[config.mk]
export PLATFORM = sky130hd
export DESIGN_NAME = sram_arbiter
export DESIGN_NICKNAME = d
export VERILOG_FILES = /design/src/rtl/sram_arbiter.sv
export SDC_FILE = /design/constraint.sdc
export NUM_CORES = 1
export LEC_CHECK = 0
export CAP_MARGIN = 25
export CORE_AREA = 5 5 122 124
export DETAILED_ROUTE_END_ITERATION = 10
export DIE_AREA = 0 0 127 129
export PLACE_DENSITY = 0.77
export REMOVE_ABC_BUFFERS = 1
export SYNTH_ARGS = -nofsm -noshare
export SYNTH_HDL_FRONTEND = slang
export SYNTH_SLANG_ARGS = --single-unit
[constraint.sdc]
create_clock -name clk -period 3 [get_ports clk]
set_input_delay 0.3 -clock clk [delete_from_list [all_inputs] [get_ports clk]]
set_output_delay 0.3 -clock clk [all_outputs]
set_load 0.05 [all_outputs]
[src/rtl/sram_arbiter.sv]
// sram_arbiter: shares one SRAM-like bus port between instruction fetch (inst_*) and
// load/store (data_*). Data has priority; after STARVE_LIMIT consecutive data grants
// with a fetch waiting, the fetch is forced through.
// Latency: the winner's *_addr_ok is combinational in the grant cycle. mem_req follows
// one cycle later, and *_data_ok arrives in the same cycle as mem_data_ok.
// Backpressure: one transaction is outstanding at a time. The loser holds *_req until
// granted, and bus stalls (mem_addr_ok / mem_data_ok low) hold REQ/RESP with fields stable.
// Ports:
//   clk, rst            - clock, synchronous active-high reset
//   inst_* / data_*     - requester request fields in; addr_ok / data_ok / rdata out
//   cancel              - pipeline flush; swallows the response of an outstanding fetch
//   mem_*               - unified bus request out; mem_addr_ok / mem_data_ok / mem_rdata in
module sram_arbiter #(
  parameter int STARVE_LIMIT = 4
) (
  input  logic        clk,
  input  logic        rst,
  input  logic        inst_req,
  input  logic        inst_wr,
  input  logic [1:0]  inst_size,
  input  logic [31:0] inst_addr,
  input  logic [3:0]  inst_wstrb,
  input  logic [31:0] inst_wdata,
  output logic        inst_addr_ok,
  output logic        inst_data_ok,
  output logic [31:0] inst_rdata,
  input  logic        data_req,
  input  logic        data_wr,
  input  logic [1:0]  data_size,
  input  logic [31:0] data_addr,
  input  logic [3:0]  data_wstrb,
  input  logic [31:0] data_wdata,
  output logic        data_addr_ok,
  output logic        data_data_ok,
  output logic [31:0] data_rdata,
  input  logic        cancel,
  output logic        mem_req,
  output logic        mem_wr,
  output logic [1:0]  mem_size,
  output logic [31:0] mem_addr,
  output logic [3:0]  mem_wstrb,
  output logic [31:0] mem_wdata,
  input  logic        mem_addr_ok,
  input  logic        mem_data_ok,
  input  logic [31:0] mem_rdata
);

  typedef enum logic [1:0] {
    S_IDLE = 2'd0,
    S_REQ  = 2'd1,
    S_RESP = 2'd2
  } state_t;

  localparam logic [3:0] LIMIT = 4'(STARVE_LIMIT);

  state_t      r_state;
  state_t      w_state_nxt;
  logic        r_owner;     // 0 = inst, 1 = data
  logic        r_discard;   // outstanding fetch was flushed; swallow its response
  logic [3:0]  r_scnt;      // consecutive data grants taken while a fetch was waiting

  logic        r_wr;
  logic [1:0]  r_size;
  logic [31:0] r_addr;
  logic [3:0]  r_wstrb;
  logic [31:0] r_wdata;

  logic        w_grant_inst;
  logic        w_grant_data;
  logic        w_resp_done;
  logic        w_inst_done;
  logic        w_data_done;

  // Next-state and grant decision. Reset suppresses every pulse so that a grant
  // is never signalled for a request the reset is about to throw away.
  always_comb begin
    w_state_nxt  = r_state;
    w_grant_inst = 1'b0;
    w_grant_data = 1'b0;
    w_resp_done  = 1'b0;
    case (r_state)
      S_IDLE: begin
        if (inst_req && (!data_req || (r_scnt == LIMIT))) begin
          w_grant_inst = 1'b1;
          w_state_nxt  = S_REQ;
        end else if (data_req) begin
          w_grant_data = 1'b1;
          w_state_nxt  = S_REQ;
        end
      end
      S_REQ: begin
        if (mem_addr_ok) begin
          w_state_nxt = S_RESP;
        end
      end
      S_RESP: begin
        if (mem_data_ok) begin
          w_resp_done = 1'b1;
          w_state_nxt = S_IDLE;
        end
      end
      default: begin
        w_state_nxt = S_IDLE;
      end
    endcase
    if (rst) begin
      w_state_nxt  = S_IDLE;
      w_grant_inst = 1'b0;
      w_grant_data = 1'b0;
      w_resp_done  = 1'b0;
    end
  end

  always_ff @(posedge clk) begin
    if (rst) begin
      r_state <= S_IDLE;
    end else begin
      r_state <= w_state_nxt;
    end
  end

  always_ff @(posedge clk) begin
    if (rst) begin
      r_owner   <= 1'b0;
      r_discard <= 1'b0;
      r_scnt    <= 4'd0;
      r_wr      <= 1'b0;
      r_size    <= 2'd0;
      r_addr    <= 32'd0;
      r_wstrb   <= 4'd0;
      r_wdata   <= 32'd0;
    end else begin
      if (w_grant_inst) begin
        r_owner <= 1'b0;
        r_wr    <= inst_wr;
        r_size  <= inst_size;
        r_addr  <= inst_addr;
        r_wstrb <= inst_wstrb;
        r_wdata <= inst_wdata;
        r_scnt  <= 4'd0;
      end else if (w_grant_data) begin
        r_owner <= 1'b1;
        r_wr    <= data_wr;
        r_size  <= data_size;
        r_addr  <= data_addr;
        r_wstrb <= data_wstrb;
        r_wdata <= data_wdata;
        // Only grants that bypass a waiting fetch count towards starvation.
        if (!inst_req) begin
          r_scnt <= 4'd0;
        end else if (r_scnt != LIMIT) begin
          r_scnt <= r_scnt + 4'd1;
        end
      end

      // A flush in the grant cycle itself is not recorded: that grant is
      // already the post-flush fetch, and the FSM is still in IDLE then.
      if (w_resp_done) begin
        r_discard <= 1'b0;
      end else if (cancel && !r_owner && (r_state != S_IDLE)) begin
        r_discard <= 1'b1;
      end
    end
  end

  // cancel arriving together with the response must still swallow it.
  assign w_inst_done  = w_resp_done && !r_owner && !(r_discard || cancel);
  assign w_data_done  = w_resp_done && r_owner;

  assign inst_addr_ok = w_grant_inst;
  assign data_addr_ok = w_grant_data;
  assign inst_data_ok = w_inst_done;
  assign data_data_ok = w_data_done;
  assign inst_rdata   = w_inst_done ? mem_rdata : 32'd0;
  assign data_rdata   = w_data_done ? mem_rdata : 32'd0;

  assign mem_req      = (r_state == S_REQ);
  assign mem_wr       = r_wr;
  assign mem_size     = r_size;
  assign mem_addr     = r_addr;
  assign mem_wstrb    = r_wstrb;
  assign mem_wdata    = r_wdata;

endmodule

==> impl_metrics.env, run 1 <==
export IMPL_outcome="completed"
export IMPL_detailroute_via_count=4778
export IMPL_numCtsBuffers=9
export IMPL_fillCellCount=1122
export IMPL_htree_num_levels=3
export IMPL_nets=931
export IMPL_synth_seq_area_share=0.3944
export IMPL_final_instance_count_excl_fillers=933
export IMPL_flip_flop_and_latch_count_after_synthesis=79
export IMPL_worst_endpoint_arrival_ns=1.99
export IMPL_route_final_wire_length_mm=18.10
export IMPL_vias_per_cell=5.121
export IMPL_unrepaired_setup_endpoints_after_global_routing="no"
export IMPL_postSynthAreaPerCell_um2=8.911
export IMPL_drt_pass1_iter_count=5
export IMPL_layout_cells_most_common="clkdlybuf4s50_1"
export IMPL_grt_pass1_wl_mm=27.30
export IMPL_path_class="in2out"
export IMPL_antenna_cells=0
export IMPL_period_share=0.7638
export IMPL_dp_cells=917
export IMPL_number_of_rows_in_the_core_area=43
export IMPL_finalSetupViolCount=0
export IMPL_cp_num_buf_inv=2
export IMPL_synthFlopType="dfxtp_1"
export IMPL_post_synth_inst_count=450
export IMPL_post_cts_hold_buffer_count=0
export IMPL_cts_post_setup_buffers_inserted=0
export IMPL_cp_top_family="simple AND/OR/NAND/NOR gates"
export IMPL_detail_route_antenna_nets=0
export IMPL_sequentialPowerShare=0.358
export IMPL_grt_max_degree=69
export IMPL_worst_endpoint_required_ns=2.70
export IMPL_postCtsResizedCells=0
export IMPL_cp_start_kind="input port"
export IMPL_power_static_leakage_nw=3.045
export IMPL_finalHoldViolations=0
export IMPL_utilization=0.6003
export IMPL_chipHeight_um=129
export IMPL_sequential_cell_area_mm2=0.001582
export IMPL_initial_utilization=0.2934
export IMPL_clock_skew_final_ns=0.007536
export IMPL_crit_path_end_kind="primary output"
export IMPL_layout_cells_most_common_list="251 x clkdlybuf4s50_1, 79 x dfxtp_1, 75 x inv_1"
export IMPL_crit_path_max_fanout=7
export IMPL_timing_critical_path_cells="clkdlybuf4s50_1 > or4b_1 > nor2_4 > buf_12"
export IMPL_reg_clk_slew_reported_paths_ns=0.06
export IMPL_power_density_mw_per_mm2=410.2
export IMPL_die_area_mm2=0.01638
export IMPL_kind_of_path_behind_the_tightest_hold_check="in2reg"
export IMPL_synth_enable_flop_cells=0
export IMPL_route_detailed_drc=0
export IMPL_io_buffer_count=320
export IMPL_drive_above_1_share=0.1408
export IMPL_power_frac_comb=0.322
export IMPL_dp_hpwl_mm=13.95
export IMPL_clk_latency_ns=0.34
export IMPL_clockBufferDepth=2
export IMPL_die_width_um=127
export IMPL_overflow=0
export IMPL_maxSlewHeadroom=0.4863
export IMPL_top_level_ports=321
export IMPL_grt_pass1_vias=4900
export IMPL_cp_slowest_stage_delay_ns=0.61
export IMPL_timing_critical_path_slowest_stage_cell="clkdlybuf4s50_1"
export IMPL_slew_violations=0
export IMPL_maxCapViolCount=0
export IMPL_area_growth_syn_to_layout_pct=104.6
export IMPL_switching_share=0.3392
export IMPL_drt_wirelength_per_cell_um=19.40
export IMPL_area_of_the_multi_input_gates_mm2=0.001978
export IMPL_fraction_of_power_consumed_by_the_clock_network=0.320
export IMPL_netlist_cell_type_count=35
export IMPL_core_area_mm2=0.01367
export IMPL_yosysWarnings=0
export IMPL_synth_async_sr_flop_share=0
export IMPL_numClockSinks=79
export IMPL_finalWorstPathRequiredPeriod_ns=2.292
export IMPL_internal_power_mw=2.224
export IMPL_track_usage=0.2091
export IMPL_dp_slack_ns=0.4763
export IMPL_clock_tree_from_tritoncts="built"
export IMPL_fin_ws_ns=0.7085
export IMPL_netSwitchingPower_mw=1.142
export IMPL_gp_routability_congestion=0.8168
export IMPL_dr_first_iter_drc_count=290
export IMPL_ir_worst_vdd_mv=0.3199
export IMPL_initial_antenna_violation_count=0
export IMPL_fmax_mhz=436.4
export IMPL_worst_slew_pin_transition_ns=0.7705
export IMPL_synth_area_mm2=0.004010
export IMPL_cts_root_buf="clkbuf_16"
-- stage by stage --
step | cell area, um^2 | setup TNS, ns | power [mW] | hold slack (ns)
final | 8204 | 0 | 3.366 | 0.3392
after global routing | 8204 | 0 | 3.503 | 0.3543
after CTS | 8204 | 0 | 3.401 | 0.3267
after detailed placement | 7913 | 0 | 2.310 | 0.5126
after global placement | 7913 | 0 | 2.290 | 0.5000
after floorplan | 3814 | -124.63 | 1.753 | 0.3721
-- worst paths after layout --
check,startpoint,to,slack (ns),cells after the start
max,data_req,data_addr_ok,0.71,4
min,rst,r_state[1],0.34,2
max reg2reg,r_state[0],mem_wstrb[3],0.84,4
min reg2reg,r_discard,r_discard,0.52,1
-- synthesized netlist by cell type, types with 2 or more instances --
cell / number / area (um^2)
or4b_1: 2 / 20.02
dfxtp_1: 79 / 1582
inv_1: 75 / 281.5
ha_1: 2 / 25.02
clkbuf_1: 22 / 82.58
and2_1: 64 / 400.4
a22oi_1: 4 / 30.03
nor2_1: 4 / 15.01
o21ai_0: 3 / 15.01
or3_1: 2 / 12.51
a21oi_1: 2 / 10.01
nor4b_1: 2 / 17.52
a221o_1: 71 / 710.7
nand3_1: 3 / 15.01
nand2_1: 2 / 7.510
buf_2: 16 / 80.08
a211oi_1: 71 / 533.0
buf_1: 9 / 33.78
-- per-layer routing --
metal  wire length [um]  up-vias  global-route usage
met2               9362      269              0.3795
met5                  0        -                   0
met4                279        0             0.05994
li1                   -     2252                   -
met1               6995     2240              0.2450
met3               1464       17             0.05064
-- power by group through the flow --
stage	sequential [mW]	clock [mW]	combinational (mW)
2_1_floorplan	1.52	0	0.228
3_3_place_gp	1.22	0	1.07
3_5_place_dp	1.22	0	1.08
4_1_cts	1.20	1.11	1.09
5_1_grt	1.21	1.15	1.14
6_report	1.20	1.08	1.09
-- cell families (layout without fill, tap and decap cells) --
kind of cell,after synthesis,in the layout,synth area share
compound gates,157,157,0.3370
fa+ha+maj,2,2,0.006239
buf+inv,122,425,0.1192
flops,79,79,0.3944
simple gates,90,90,0.1432
-- cell type report --
type                       count  share of cell area
timing repair buffer         334              0.4688
inverter                      75             0.03431
sequential                    79              0.1928
multi-input combinational    249              0.2411
clock buffer                  10             0.02913
tap                          180             0.02745
clock inverter                 6            0.006405
-- flip-flops by register name, summed over array words and instances, names as in the netlist --
signal / cells
mem_addr: 32
mem_wdata: 32
mem_wstrb: 4
r_scnt: 4
mem_size: 2
r_state: 2
mem_wr: 1
r_discard: 1
r_owner: 1
No activity file was read; power rests on OpenSTA's default activity.
==> run 2, diff against run 1 <==
--- a/config.mk
+++ b/config.mk
@@ -6,10 +6,10 @@
 export NUM_CORES = 1
 export LEC_CHECK = 0
 export CAP_MARGIN = 25
-export CORE_AREA = 5 5 122 124
+export CORE_MARGIN = 5
+export CORE_UTILIZATION = 30
 export DETAILED_ROUTE_END_ITERATION = 10
-export DIE_AREA = 0 0 127 129
-export PLACE_DENSITY = 0.77
+export PLACE_DENSITY = 0.81
 export REMOVE_ABC_BUFFERS = 1
 export SYNTH_ARGS = -nofsm -noshare
 export SYNTH_HDL_FRONTEND = slang
==> constraint.sdc (replaced) <==
create_clock -name clk -period 2.05 [get_ports clk]
set_input_delay 0.205 -clock clk [delete_from_list [all_inputs] [get_ports clk]]
set_output_delay 0.205 -clock clk [all_outputs]
set_load 0.05 [all_outputs]
==> run 2 against run 1 <==
Against the previous run: the run now ends with negative setup slack left; worst setup slack got worse by 0.74 ns; worst hold slack got worse by 0.073 ns; first-iteration DRC count rose by 3.1%; wire length rose by 4.6%; highest routed layer unchanged.
==> impl_metrics.env, run 2 (synthesized netlist as in run 1, its figures left out) <==
export IMPL_overflow=0
export IMPL_layout_cells_most_common_list="248 x clkdlybuf4s50_1, 78 x buf_12, 75 x inv_1, 75 x dfxtp_1"
export IMPL_fmax_mhz=480.8
export IMPL_io_buffer_count=320
export IMPL_power_frac_comb=0.337
export IMPL_worst_endpoint_arrival_ns=1.88
export IMPL_path_class="reg2out"
export IMPL_area_growth_syn_to_layout_pct=118.2
export IMPL_failed_checks="negative setup slack"
export IMPL_grt_pass1_vias=5026
export IMPL_number_of_rows_in_the_core_area=42
export IMPL_kind_of_path_behind_the_tightest_hold_check="in2reg"
export IMPL_die_area_mm2=0.01578
export IMPL_route_detailed_drc=0
export IMPL_cts_root_buf="clkbuf_16"
export IMPL_drive_above_1_share=0.2130
export IMPL_post_route_cell_area_mm2=0.008750
export IMPL_htree_num_levels=3
export IMPL_outcome="finished, violations left"
export IMPL_chipHeight_um=125.6
export IMPL_antenna_cells=0
export IMPL_die_width_um=125.6
export IMPL_power_density_mw_per_mm2=562.6
export IMPL_cp_num_buf_inv=3
export IMPL_switching_share=0.3336
export IMPL_dr_first_iter_drc_count=299
export IMPL_power_static_leakage_nw=3.268
export IMPL_reg_clk_slew_reported_paths_ns=0.06
export IMPL_detailroute_via_count=4894
export IMPL_drt_pass1_iter_count=5
export IMPL_vias_per_cell=5.173
export IMPL_layout_cells_most_common="clkdlybuf4s50_1"
export IMPL_clock_skew_final_ns=0.007690
export IMPL_crit_path_max_fanout=8
export IMPL_finalWorstPathRequiredPeriod_ns=2.080
export IMPL_cp_slowest_stage_delay_ns=0.38
export IMPL_worst_endpoint_required_ns=1.85
export IMPL_internal_power_mw=3.281
export IMPL_logic_depth_of_the_worst_path_buffers_included=6
export IMPL_r2r_cells=7
export IMPL_fillCellCount=972
export IMPL_dp_hpwl_mm=14.37
export IMPL_clk_latency_ns=0.34
export IMPL_timing_critical_path_slowest_stage_cell="or3_4"
export IMPL_finalSetupViolCount=31
export IMPL_numCtsBuffers=9
export IMPL_worst_slew_pin_transition_ns=0.6022
export IMPL_timing_critical_path_cells="or3_4 > nor4_4 > buf_6 > clkbuf_16 > and2_4 > buf_12"
export IMPL_slew_violations=0
export IMPL_gp_routability_congestion=0.8567
export IMPL_track_usage=0.2229
export IMPL_maxSlewHeadroom=0.5929
export IMPL_netSwitchingPower_mw=1.642
export IMPL_sequentialPowerShare=0.357
export IMPL_initial_antenna_violation_count=0
export IMPL_finalHoldViolations=0
export IMPL_top_level_ports=321
export IMPL_core_area_mm2=0.01319
export IMPL_nets=949
export IMPL_cp_top_family="simple AND/OR/NAND/NOR gates"
export IMPL_grt_max_degree=74
export IMPL_power_mw=4.923
export IMPL_ir_worst_vdd_mv=0.7147
export IMPL_route_final_wire_length_mm=18.94
export IMPL_cp_start_kind="flop"
export IMPL_period_share=1.015
export IMPL_initial_utilization=0.3040
export IMPL_fin_ws_ns=-0.03006
export IMPL_numClockSinks=79
export IMPL_unrepaired_setup_endpoints_after_global_routing="yes"
export IMPL_crit_path_end_kind="primary output"
export IMPL_detail_route_antenna_nets=0
export IMPL_min_delay_path_depth=2
export IMPL_fraction_of_power_consumed_by_the_clock_network=0.305
export IMPL_grt_pass1_wl_mm=28.41
export IMPL_drt_wirelength_per_cell_um=20.02
export IMPL_maxCapViolCount=0
export IMPL_clock_tree_from_tritoncts="built"
export IMPL_clockBufferDepth=2
export IMPL_placedInstanceArea_mm2=0.008238
run 2: final timing paths:
check | slack [ns] | start | end
worst max-delay path | -0.03 | r_discard | inst_rdata[19]
worst min-delay path | 0.27 | rst | r_owner
worst max register to register | 0.24 | r_scnt[0] | mem_addr[30]
worst min register to register | 0.52 | r_discard | r_discard
run 2: metal layers:
| layer | share of wire | vias to the layer above | track usage |
|---|---|---|---|
| met5 | 0 | - | 0 |
| met4 | 0.034 | 0 | 0.08163 |
| met3 | 0.082 | 36 | 0.07409 |
| met2 | 0.51 | 274 | 0.3921 |
| met1 | 0.38 | 2296 | 0.2509 |
| li1 | - | 2288 | - |
run 2: layout make-up:
| class | count | area [um^2] | share of cell area |
|---|---|---|---|
| clock buffer | 11 | 242.7 | 0.02774 |
| timing repair buffer | 352 | 4297 | 0.4911 |
| clock inverter | 4 | 32.53 | 0.003718 |
| tap | 176 | 220.2 | 0.02517 |
| multi-input combinational | 249 | 2087 | 0.2385 |
| sequential | 79 | 1589 | 0.1816 |
| inverter | 75 | 281.5 | 0.03218 |
run 2: power groups by stage:
stage / Combinational (mW) / Clock (mW) / Sequential, mW
floorplan: 0.334 / 0 / 2.23
global placement: 1.61 / 0 / 1.78
detailed placement: 1.64 / 0 / 1.79
CTS: 1.65 / 1.54 / 1.76
global route: 1.74 / 1.60 / 1.78
finish: 1.66 / 1.50 / 1.76
run 2: worst reg2reg max path: stages (launching register included):
cell and delay, ns:
dfxtp_1 0.34, inv_1 0.09, ha_1 0.18, and4b_1 0.34, nor2_4 0.07, buf_12 0.15, buf_12 0.15, a221o_1 0.37
run 2: through the flow:
stage | instances | utilization | hold WS, ns | setup WS (ns) | TNS [ns]
after floorplan | 403 | - | 0.2771 | -2.473 | -255.28
after CTS | 938 | 0.6476 | 0.2639 | -0.02050 | -0.1544
after detailed placement | 923 | 0.6245 | 0.5069 | 0.01508 | 0
after global placement | 923 | 0.6245 | 0.5030 | 0.02407 | 0
final | 946 | 0.6633 | 0.2659 | -0.03006 | -0.4526
after global routing | 946 | 0.6633 | 0.2955 | -0.08428 | -2.369
run 2: timing repair:
item | 4_1_cts | 5_1_grt
cloned | 0 | 4
setup endpoints to repair | 43 | 64
setup buffers | 0 | 4
hold buffers | 0 | 0
pin swaps | 0 | 18
gates resized for setup | 6 | 37
==> run 3, diff against run 2 <==
--- a/config.mk
+++ b/config.mk
@@ -10,7 +10,7 @@
 export CORE_UTILIZATION = 30
 export DETAILED_ROUTE_END_ITERATION = 10
 export PLACE_DENSITY = 0.81
-export REMOVE_ABC_BUFFERS = 1
+export SLEW_MARGIN = 10
 export SYNTH_ARGS = -nofsm -noshare
 export SYNTH_HDL_FRONTEND = slang
 export SYNTH_SLANG_ARGS = --single-unit
==> run 3 against run 2 <==
Against the previous run: the flow still finishes with violations (negative setup slack); clock skew increased by 0.0031 ns; clock-buffer cell count decreased by 1; fmax increased by 1.1%; sequential power about the same; wire length decreased by 3.0%.
==> impl_metrics.env, run 3 (synthesized netlist as in run 1, its figures left out) <==
export IMPL_grt_pass1_vias=5035
export IMPL_kind_of_path_behind_the_tightest_hold_check="in2reg"
export IMPL_area_growth_syn_to_layout_pct=114.1
export IMPL_numClockSinks=79
export IMPL_fmax_mhz=486.0
export IMPL_fraction_of_power_consumed_by_the_clock_network=0.322
export IMPL_core_area_mm2=0.01319
export IMPL_worst_endpoint_required_ns=1.85
export IMPL_initial_antenna_violation_count=2
export IMPL_clock_skew_final_ns=0.01079
export IMPL_fin_ws_ns=-0.007530
export IMPL_top_level_ports=321
export IMPL_htree_num_levels=3
export IMPL_power_static_leakage_nw=3.189
export IMPL_vias_per_cell=5.231
export IMPL_cp_slowest_stage_delay_ns=0.38
export IMPL_internal_power_mw=3.383
export IMPL_finalHoldViolations=0
export IMPL_failed_checks="negative setup slack"
export IMPL_detailroute_via_count=4912
export IMPL_layout_cells_most_common="clkdlybuf4s50_1"
export IMPL_ir_worst_vdd_mv=0.3754
export IMPL_cp_num_buf_inv=2
export IMPL_track_usage=0.2210
export IMPL_gp_routability_congestion=0.9526
export IMPL_dp_hpwl_mm=13.87
export IMPL_crit_path_max_fanout=17
export IMPL_drt_wirelength_per_cell_um=19.57
export IMPL_initial_utilization=0.3040
export IMPL_timing_critical_path_slowest_stage_cell="or3_4"
export IMPL_power_density_mw_per_mm2=582.3
export IMPL_overflow=0
export IMPL_route_final_wire_length_mm=18.37
export IMPL_sequentialPowerShare=0.351
export IMPL_cts_root_buf="clkbuf_16"
export IMPL_switching_share=0.3234
export IMPL_placedInstanceArea_mm2=0.008150
export IMPL_maxCapViolCount=0
export IMPL_reg_clk_slew_reported_paths_ns=0.05
export IMPL_netSwitchingPower_mw=1.617
export IMPL_dr_first_iter_drc_count=373
export IMPL_timing_critical_path_cells="or3_4 > nor4_4 > clkbuf_8 > and2_1 > buf_12"
export IMPL_postSynthNetCount=633
export IMPL_clockBufferDepth=2
export IMPL_path_class="reg2out"
export IMPL_grt_pass1_wl_mm=28.26
export IMPL_grt_max_degree=62
export IMPL_finalSetupViolCount=5
export IMPL_clk_latency_ns=0.34
export IMPL_nets=941
export IMPL_cp_top_family="simple AND/OR/NAND/NOR gates"
export IMPL_die_width_um=125.6
export IMPL_die_area_mm2=0.01578
export IMPL_crit_path_end_kind="primary output"
export IMPL_unrepaired_setup_endpoints_after_global_routing="yes"
export IMPL_cp_start_kind="flop"
export IMPL_power_mw=4.999
export IMPL_maxSlewHeadroom=0.5987
export IMPL_drt_pass1_iter_count=5
export IMPL_clock_tree_from_tritoncts="built"
export IMPL_slew_violations=0
export IMPL_outcome="finished, violations left"
export IMPL_drive_above_1_share=0.1864
export IMPL_period_share=1.004
export IMPL_finalWorstPathRequiredPeriod_ns=2.058
export IMPL_utilization=0.6509
export IMPL_worst_endpoint_arrival_ns=1.85
export IMPL_detail_route_antenna_nets=0
export IMPL_post_route_cell_area_mm2=0.008586
export IMPL_worst_slew_pin_transition_ns=0.6019
export IMPL_route_detailed_drc=0
export IMPL_number_of_rows_in_the_core_area=42
export IMPL_numCtsBuffers=9
export IMPL_power_frac_comb=0.326
export IMPL_io_buffer_count=320
export IMPL_chipHeight_um=125.6
export IMPL_layout_cells_most_common_list="250 x clkdlybuf4s50_1, 76 x dfxtp_1, 75 x inv_1"
export IMPL_post_cts_hold_buffer_count=0
[run 3: changes by cell type in the layout (fill, tap and decap cells not counted), moves of 2 or more]
cell,previous run,this run
and2_4,32,9
and2_1,32,44
and2_2,0,11
buf_4,20,13
buf_12,78,73
buf_6,2,4
clkbuf_16,12,10
clkdlybuf4s50_1,248,250
clkinv_2,0,2
clkinv_4,2,0
[run 3: worst min-delay path, delay by kind of cell]
family	cells	cell delay [ns]
and+or+nand+nor	1	0.05
buffers and inverters	2	0.32
[run 3: worst paths after layout]
check / start / end / slack (ns) / cells past startpoint
worst min-delay path: rst / r_state[1] / 0.29 / 3
worst max-delay path: r_owner / inst_rdata[10] / -0.008 / 5
worst min register to register: r_scnt[0] / r_scnt[0] / 0.52 / 2
worst max register to register: r_scnt[1] / mem_addr[10] / 0.13 / 8
[run 3: metrics by stage]
| step | hold WS (ns) | TNS, ns | setup slack (ns) | cells |
|---|---|---|---|---|
| 6_report | 0.2882 | -0.01850 | -0.007530 | 939 |
| 5_1_grt | 0.3058 | -3.682 | -0.09262 | 939 |
| 4_1_cts | 0.2527 | -0.3418 | -0.03570 | 932 |
| 3_5_place_dp | 0.5072 | 0 | 0.01433 | 916 |
| 3_3_place_gp | 0.5041 | 0 | 0.05046 | 916 |
| 2_1_floorplan | 0.3147 | 0 | 0.01456 | 450 |
[run 3: area by class of cell]
| type | instances | area [um^2] |
|---|---|---|
| Clock buffer | 10 | 239.0 |
| Timing Repair Buffer | 344 | 4165 |
| Clock inverter | 5 | 56.30 |
| Fill cell | 1011 | 4604 |
| Sequential cell | 79 | 1588 |
| Multi-Input combinational cell | 249 | 2033 |
| Tap cell | 176 | 220.2 |
| Inverter | 75 | 281.5 |
| Antenna cell | 1 | 2.502 |
[run 3: power groups by stage]
stage	logic, mW	clock network, mW	registers (mW)
2_1_floorplan	0.381	0	2.23
3_3_place_gp	1.59	0	1.78
3_5_place_dp	1.61	0	1.79
4_1_cts	1.62	1.66	1.76
5_1_grt	1.71	1.72	1.77
6_report	1.63	1.61	1.76
[run 3: routing by layer]
layer,up-vias,part of all wire,track usage
li1,2285,-,-
met1,2330,0.36,0.2520
met2,247,0.51,0.3811
met3,48,0.091,0.06859
met4,2,0.036,0.09566
met5,-,0.00071,0
[run 3: repair_timing]
action,4_1_cts,5_1_grt
gates cloned,0,2
resized for setup,5,22
buffers inserted,1,4
setup endpoints to repair,66,66
hold endpoints to repair,0,0
